[src/rtl/divremsqrt_prenorm.sv]
// divremsqrt_prenorm: mantissa pre-normalizer for the divide/remainder/sqrt
// datapath. Accepts a raw mantissa and biased exponent, shifts the mantissa
// left by up to STEP bits per cycle until the leading one sits at bit NF,
// and reports the adjusted two's-complement exponent (DivUe source).
//
// Optional feature macro: DIVREMSQRT_PRENORM_BYPASS_EN
//   defined   -> a normal (leading bit set) nonzero input skips SHIFT
//   undefined -> every nonzero input passes through at least one SHIFT cycle
//
// Handshake: a transfer happens on a rising clk edge when valid and ready
// are both high (InValid/InReady on the input side, OutValid/OutReady on
// the output side). Once OutValid rises, Mnorm/Ue/ZeroOut hold steady until
// the transfer; valid never drops without a transfer except on Flush/reset.
module divremsqrt_prenorm #(
    parameter int NF   = 52,
    parameter int NE   = 11,
    parameter int STEP = 4
) (
    input  logic          clk,
    input  logic          reset,
    input  logic          Flush,
    input  logic          InValid,
    output logic          InReady,
    input  logic [NF:0]   Xm,
    input  logic [NE-1:0] Xe,
    input  logic          XSubnorm,
    output logic          OutValid,
    input  logic          OutReady,
    output logic [NF:0]   Mnorm,
    output logic [NE+1:0] Ue,
    output logic          ZeroOut,
    output logic [1:0]    dbg_state
);

    localparam int KW = $clog2(STEP + 1);
    localparam logic [KW-1:0] STEP_K = KW'(STEP);

    typedef enum logic [1:0] {
        IDLE  = 2'd0,
        SHIFT = 2'd1,
        DONE  = 2'd2
    } state_t;

    state_t          state;
    state_t          state_next;
    logic [NF:0]     mreg;
    logic [NE+1:0]   ereg;
    logic            zero_flag;
    logic [KW-1:0]   k;
    logic            found;
    logic            accept;
    logic            xm_zero;

    assign accept  = (state == IDLE) && InValid && !Flush;
    assign xm_zero = (Xm == '0);

    // Leading-zero count of the top STEP bits of the working mantissa,
    // saturated at STEP (all STEP bits zero means "shift a full step").
    always_comb begin
        k     = STEP_K;
        found = 1'b0;
        for (int i = 0; i < STEP; i++) begin
            if (!found && mreg[NF-i]) begin
                k     = KW'(i);
                found = 1'b1;
            end
        end
    end

    // Next-state selection; Flush overrides everything including the handshakes.
    always_comb begin
        state_next = state;
        case (state)
            IDLE: begin
                if (InValid) begin
                    if (xm_zero) begin
                        state_next = DONE;
                    end else begin
`ifdef DIVREMSQRT_PRENORM_BYPASS_EN
                        state_next = Xm[NF] ? DONE : SHIFT;
`else
                        state_next = SHIFT;
`endif
                    end
                end
            end
            SHIFT: begin
                if (k != STEP_K) begin
                    state_next = DONE;
                end
            end
            DONE: begin
                if (OutReady) begin
                    state_next = IDLE;
                end
            end
            default: state_next = IDLE;
        endcase
        if (Flush) begin
            state_next = IDLE;
        end
    end

    // State register; reset drops straight to IDLE without waiting for clk.
    always_ff @(posedge clk or posedge reset) begin
        if (reset) begin
            state <= IDLE;
        end else begin
            state <= state_next;
        end
    end

    // Datapath: load on accept, then shift mantissa / decrement exponent per SHIFT cycle.
    always_ff @(posedge clk or posedge reset) begin
        if (reset) begin
            mreg      <= '0;
            ereg      <= '0;
            zero_flag <= 1'b0;
        end else if (accept) begin
            mreg      <= Xm;
            zero_flag <= xm_zero;
            if (xm_zero) begin
                ereg <= '0;
            end else if (XSubnorm) begin
                ereg <= (NE+2)'(1);
            end else begin
                ereg <= {2'b00, Xe};
            end
        end else if (state == SHIFT && !Flush) begin
            mreg <= mreg << k;
            ereg <= ereg - {{(NE+2-KW){1'b0}}, k};
        end
    end

    assign InReady   = (state == IDLE);
    assign OutValid  = (state == DONE);
    assign Mnorm     = mreg;
    assign Ue        = ereg;
    assign ZeroOut   = zero_flag;
    assign dbg_state = state;

endmodule

[config.mk]
export PLATFORM = sky130hd
export DESIGN_NAME = divremsqrt_prenorm
export DESIGN_NICKNAME = d
export VERILOG_FILES = /design/src/rtl/divremsqrt_prenorm.sv
export SDC_FILE = /design/constraint.sdc
export NUM_CORES = 1
export LEC_CHECK = 0
export CORE_MARGIN = 2
export CORE_UTILIZATION = 49
export DETAILED_ROUTE_END_ITERATION = 10
export GPL_TIMING_DRIVEN = 0
export PLACE_DENSITY = 0.8
export SLEW_MARGIN = 20
export SYNTH_ARGS = -nofsm -noshare
export SYNTH_HDL_FRONTEND = slang
export SYNTH_SLANG_ARGS = --single-unit
export TNS_END_PERCENT = 50
[constraint.sdc]
create_clock -name clk -period 3.6 [get_ports clk]
set_clock_uncertainty 0.2 [all_clocks]
set_input_delay 0.72 -clock clk [delete_from_list [all_inputs] [get_ports clk]]
set_output_delay 0.72 -clock clk [all_outputs]
set_load 0.03 [all_outputs]
==> results of run 1 <==
[cell families after synthesis]
family | Yosys count | synth area share
AO/OA/AOI/OAI | 182 | 0.227
AND/OR/NAND/NOR | 145 | 0.158
flip-flops | 69 | 0.334
multiplexers | 56 | 0.212
buffers and inverters | 53 | 0.0531
XOR/XNOR | 5 | 0.00848
adder cells (fa/ha/maj) | 3 | 0.00727
[per-layer routing]
metal  share of wire  vias to the layer above  wire [um]
li1                -                     2356          -
met1            0.37                     2751       7280
met2            0.46                      498       9040
met3            0.12                      105       2440
met4           0.051                        0       1000
met5               0                        -          0
[state kept, by name (all words and copies together), names as in the netlist]
| signal | count |
|---|---|
| ZeroOut | 1 |
| Mnorm | 53 |
| dbg_state | 2 |
| Ue | 13 |
[final timing paths]
path / from / end / slack [ns] / cells past startpoint
max: Mnorm[49]$_DFFE_PP0P_ / Ue[5]$_DFFE_PP0P_ / 0.24 / 10
max in group asynchronous: reset / Mnorm[34]$_DFFE_PP0P_ / 2.17 / 3
min in group asynchronous: reset / Mnorm[13]$_DFFE_PP0P_ / 0.45 / 2
min reg2reg: ZeroOut$_DFFE_PP0P_ / ZeroOut$_DFFE_PP0P_ / 0.35 / 2
min: ZeroOut$_DFFE_PP0P_ / ZeroOut$_DFFE_PP0P_ / 0.35 / 2
max reg2reg: Mnorm[49]$_DFFE_PP0P_ / Ue[5]$_DFFE_PP0P_ / 0.24 / 10
[worst max-delay path, delay by kind of cell (launching register included)]
kind / cells / cell delay [ns]
and+or+nand+nor: 4 / 0.73
AOI/OAI and AO/OA: 2 / 0.69
DFF: 1 / 0.51
adders and majority gates: 1 / 0.48
buffers and inverters: 2 / 0.47
xor gates and xnor gates: 1 / 0.17
[power breakdown]
part | switching (mW) | leakage (nW) | internal (mW)
clock | 0.323 | 0.0921 | 0.285
sequential | 0.307 | 0.771 | 0.943
combinational | 1.01 | 1.65 | 0.920
total | 1.64 | 2.51 | 2.15
[cells in the mapped netlist, drive strengths merged (5+ instances only)]
cell    instances  area, sq um
a31oi           9         56.3
buf            24          165
nand2          25          101
mux4           40          916
o22ai          47          294
a22o            6         52.6
nor3           29          191
nor4           18          134
o21ai          22          110
nand2b          5         33.8
dfrtp          69         1730
a21oi          50          262
clkbuf         19         71.3
mux2           13          146
nor2           42          165
a22oi          13         97.6
inv            10         37.5
[through the flow]
stage	utilization	setup TNS, ns	worst slack, ns
detailed placement	0.658	0	0.146
global placement	0.655	-23.18	-0.342
finish	0.676	0	0.239
CTS	0.676	0	0.345
floorplan	-	0	0.747
global route	0.676	0	0.137
[cell type report]
cell class                      instances  area, sq um
Inverter                               10         40.0
Multi-Input combinational cell        391         3160
Tap cell                              136          170
Timing Repair Buffer                  141         1430
Buffer                                 43          236
Fill cell                             819         3330
Clock buffer                           12          155
Clock inverter                          4         22.5
Sequential cell                        69         1730
[placed cells by master (no fill, tap or decap), types with 16 or more instances in the layout]
cell             instances
clkdlybuf4s50_1        140
dfrtp_1                 69
a21oi_1                 49
o22ai_1                 47
nor2_1                  39
mux4_2                  36
nand2_1                 24
nor3_1                  21
o21ai_0                 21
clkbuf_1                20
nor4_1                  16
==> key figures, run 1 <==
Place
  • Post-DP Area: 6770 sq um
  • IO buf count: 140
  • Placed cells: 790
  • Gpl congestion: roughly 1.0
  • Dpl hpwl: ~14000 um

Yosys
  • Post-synth EDFFs: 0
  • Main flop type after synthesis: dfrtp_1
  • Post-synthesis average cell area: 10.1 sq um
  • FF+latch count, synth: between 60 and 70
  • Fraction of registers with async set/reset: 1.00
  • Post-Syn Instances: approximately 510
  • Post-synth design cell area: 5160 sq um
  • YS warnings: 0
  • Seq/Total Area, Yosys: 0.334
  • Distinct cells, synth: 70
  • Syn Nets: 586

CTS
  • Clk Latency, worst-skew pair: 0.37 ns
  • Clk sink count: 69
  • Num CTS Buffers: 9
  • Clk buf depth: 2
  • CTS tree: built
  • Postcts setup bufs: 0
  • Clk slew on worst S/H paths: 0.08 ns
  • # hold bufs at CTS: 0
  • Post-cts repair resize count: 0
  • Clock root buffer: clkbuf_8
  • H-tree Lvls: 3

Finish
  • # diodes: 0
  • Final net count: 738
  • Fraction of layout cells with a size suffix above 1: 0.163
  • Non-filler cells, final: between 800 and 900
  • Design area: approximately 6900 sq um
  • Area grow syn2layout: 34.5%

Setup path
  • Worst path cell trace: or2_4 -> nor3_2 -> inv_2 -> clkbuf_1 -> ha_1 -> nand2_1 -> a31oi_1 -> nor4_1 -> xor2_1 -> a22o_1
  • Critical Path Fanout Max: 10
  • CP max stage delay: 0.51 ns
  • CP Class: reg2reg
  • Data required, critical path: 3.67 ns
  • Crit path DAT: about 3.4 ns
  • CP endpoint kind: flip-flop
  • Slowest CP cell: dfrtp_1
  • Setup crit start kind: flip-flop

Global routing
  • Vias in the first global route: 5560
  • GRT Total Usage: 0.352
  • GR peak layer: met2
  • Grt ovf: 0
  • Largest net degree at the start of global routing: 49
  • Met2 track demand over resource: 0.534
  • First-pass GRT wire length: about 31000 um
  • Met3 Track Usage GR: 0.0936
  • Met1 track demand over resource: 0.471
  • Antenna violations before repair: 0

Floorplan
  • Die height: 107 um
  • Row Count: 37
  • IO Pins: 141
  • Initial Utilization: 0.502
  • Die Wd: between 100 and 150 um
  • Die area: 11400 sq um
  • Core ar.: 10300 sq um

Timing
  • RSZ-0062 raised after global routing: false
  • Fin. max-slew vios: 0
  • Tightest Pin Transition: 0.928 ns
  • Max_slew headroom: 0.375
  • Fin Hold WS: roughly 0.35 ns
  • Fin crit share: 0.934
  • Setup-failing EPs final: 0
  • Max Fclk: 298 MHz
  • Hold Violations, Final: 0
  • Period minus WS final: 3.36 ns

Routing
  • Vias per inst: around 7.1
  • First-pass detailed-route iteration total: 6
  • Residual DRC count: 0
  • Total Wirelength: 19800 um
  • DRT iter0 DRCs: 657
  • Post-DRT Antenna Nets: 0
  • Routed wire per std cell: 24.5 um
  • Via count: between 5000 and 6000

Worst hold path
  • Worst Hold Class: reg2reg

Power
  • Total leakage power: 2.51 nW
  • VDD IR max: 0.325 mV
  • Total power: 3.79 mW
  • Power Dens Cells: 546 nW/um^2

Job
  • Max Cap Violations: 0

Run status
  • Status: finished, final reports clean
(Power assumes the default switching activity.)
==> inputs of run 2 (changes only) <==
PLACE_DENSITY = default   (was 0.8)
PLACE_DENSITY_LB_ADDON = 0.3   (was default)
==> key figures, run 2 (same netlist as run 1, synthesis figures left out) <==
Routing
  • Vias per inst: 7.06 (was 7.08)
  • Residual DRC count: 0 (unchanged)
  • Routed wire per std cell: 24.0 um (was 24.5 um)
  • First-pass detailed-route iteration total: 6 (unchanged)
  • Via count: 5687 (was 5710)
  • Post-DRT Antenna Nets: 0 (unchanged)
  • Total Wirelength: 19300 um (was 19800 um)
  • DRT iter0 DRCs: 689 (was 657)

Setup path
  • CP max stage delay: 0.51 ns (about the same)
  • Flop-to-flop setup slack: 0.29 ns (was 0.24 ns)
  • Data required, critical path: 3.65 ns (was 3.67 ns)
  • Worst R2R End: Ue[5]$_DFFE_PP0P_ (unchanged)
  • Setup crit start kind: flip-flop (unchanged)
  • Worst path cell trace: or2_4 -> nor3_2 -> inv_2 -> clkbuf_1 -> ha_1 -> nand2_1 -> a31oi_1 -> nor4_1 -> xor2_1 -> a22o_1 (unchanged)
  • Critical path's top delay family: simple AND/OR/NAND/NOR gates (unchanged)
  • CP Class: reg2reg (unchanged)
  • CP Buf/Inv Count: 2 (unchanged)
  • R2R cell count: 10 (unchanged)
  • Critical Path Fanout Max: 10 (unchanged)
  • Total stage count of the critical path: 10 (unchanged)
  • Crit path DAT: 3.36 ns (was 3.43 ns)
  • Crit path capture: Ue[5]$_DFFE_PP0P_ (unchanged)
  • Slowest CP cell: a31oi_1 (was dfrtp_1)
  • FF-to-FF Start: Mnorm[49]$_DFFE_PP0P_ (unchanged)
  • Worst Setup SP: Mnorm[49]$_DFFE_PP0P_ (unchanged)
  • CP endpoint kind: flip-flop (unchanged)

Timing
  • Period minus WS final: 3.31 ns (was 3.36 ns)
  • RSZ-0062 raised after global routing: false (unchanged)
  • Tightest Pin Transition: 0.821 ns (was 0.928 ns)
  • Setup TNS: 0 ns (unchanged)
  • Max_slew headroom: 0.447 (was 0.375)
  • Setup-failing EPs final: 0 (unchanged)
  • Fin. max-slew vios: 0 (unchanged)
  • Max Fclk: 302 MHz (was 298 MHz)
  • Hold Violations, Final: 0 (unchanged)
  • Final worst setup slack: 0.292 ns (was 0.239 ns)
  • Fin crit share: 0.919 (was 0.934)

CTS
  • H-tree Lvls: 3 (unchanged)
  • Post-cts repair resize count: 0 (unchanged)
  • Num CTS Buffers: 9 (unchanged)
  • CTS tree: built (unchanged)
  • # hold bufs at CTS: 0 (unchanged)
  • Postcts setup bufs: 0 (unchanged)
  • Clock root buffer: clkbuf_8 (unchanged)
  • Clk sink count: 69 (unchanged)
  • Clk buf depth: 2 (unchanged)
  • Clk slew on worst S/H paths: 0.08 ns (about the same)
  • Clk Latency, worst-skew pair: 0.36 ns (was 0.37 ns)

Place
  • Dpl hpwl: 13900 um (was 14100 um)
  • Post-DP Area: 6760 sq um (was 6770 sq um)
  • Gpl congestion: 1.00 (was 0.996)
  • Placement Setup Slack: 0.328 ns (was 0.146 ns)
  • IO buf count: 140 (unchanged)

Worst hold path
  • Worst Hold Class: reg2reg (unchanged)
  • Hold Path Depth: 2 (unchanged)

Finish
  • Area grow syn2layout: 34.3% (was 34.5%)
  • Fraction of layout cells with a size suffix above 1: 0.163 (unchanged)
  • Design area: 6940 sq um (about the same)
  • Final net count: 738 (unchanged)
  • Most frequent cells in the layout: 140 x clkdlybuf4s50_1, 69 x dfrtp_1, 49 x a21oi_1 (unchanged)
  • Fill cell count: 828 (was 819)
  • Largest register FFs: 53 (unchanged)
  • Commonest non-fill, non-tap cell in the layout: clkdlybuf4s50_1 (unchanged)
  • # diodes: 0 (unchanged)

Floorplan
  • Die height: 107 um (unchanged)
  • IO Pins: 141 (unchanged)
  • Die Wd: 107 um (unchanged)
  • Initial Utilization: 0.502 (unchanged)
  • Row Count: 37 (unchanged)
  • Die area: 11400 sq um (unchanged)
  • Core ar.: 10300 sq um (unchanged)

Global routing
  • Antenna violations before repair: 0 (unchanged)
  • Vias in the first global route: 5420 (was 5560)
  • GRT Total Usage: 0.346 (was 0.352)
  • First-pass GRT wire length: 30100 um (was 30800 um)
  • Grt ovf: 0 (unchanged)
  • Largest net degree at the start of global routing: 37 (was 49)

Run status
  • Status: finished, final reports clean (unchanged)

Power
  • Total power: 3.76 mW (was 3.79 mW)
  • VDD IR max: 0.258 mV (was 0.325 mV)
  • Power Dens Cells: 543 nW/um^2 (was 546 nW/um^2)
  • Total leakage power: 2.50 nW (was 2.51 nW)

Job
  • Max Cap Violations: 0 (unchanged)
## run 2: worst min-delay path by stage
stage | startpoint | end
finish | ZeroOut$_DFFE_PP0P_ | ZeroOut$_DFFE_PP0P_
global route | ZeroOut$_DFFE_PP0P_ | ZeroOut$_DFFE_PP0P_
CTS | ZeroOut$_DFFE_PP0P_ | ZeroOut$_DFFE_PP0P_
detailed placement | ZeroOut$_DFFE_PP0P_ | ZeroOut$_DFFE_PP0P_
global placement | ZeroOut$_DFFE_PP0P_ | ZeroOut$_DFFE_PP0P_
floorplan | ZeroOut$_DFFE_PP0P_ | ZeroOut$_DFFE_PP0P_
## run 2: area by class of cell
type / instances / area [sq um] / area share
flip-flops and latches: 69 / 1730 / 0.249
well taps: 136 / 170 / 0.0245
plain buffers: 43 / 236 / 0.0341
repair buffers: 141 / 1420 / 0.205
clock buffers: 11 / 141 / 0.0204
inverters: 10 / 40.0 / 0.00577
multi-input cells: 391 / 3160 / 0.456
clock inverters: 5 / 36.3 / 0.00523
## run 2: worst register-to-register path, cell delays in order (launching register included)
cell	delay, ns
dfrtp_1	0.49
or2_4	0.33
nor3_2	0.16
inv_2	0.12
clkbuf_1	0.35
ha_1	0.47
nand2_1	0.09
a31oi_1	0.51
nor4_1	0.14
xor2_1	0.17
a22o_1	0.20
## run 2: routing by layer
| layer | global-route usage | vias up | wire [um] |
|---|---|---|---|
| met1 | 0.476 | 2720 | 7260 |
| met3 | 0.0815 | 79 | 2580 |
| met4 | 0.152 | 0 | 733 |
| li1 | - | 2368 | - |
| met5 | 0 | - | 0 |
| met2 | 0.523 | 520 | 8750 |
## run 2: through the flow
stage / std cells / hold slack (ns) / utilization
2_1_floorplan: 513 / 0.450 / -
3_3_place_gp: 789 / 0.267 / 0.655
3_5_place_dp: 790 / 0.268 / 0.658
4_1_cts: 806 / 0.287 / 0.675
5_1_grt: 806 / 0.343 / 0.675
6_report: 806 / 0.285 / 0.675
## run 2: power by group
part / switching (mW) / internal, mW / leakage, nW
Combinational: 1.01 / 0.918 / 1.64
Clock: 0.326 / 0.269 / 0.0815
Sequential: 0.302 / 0.943 / 0.771
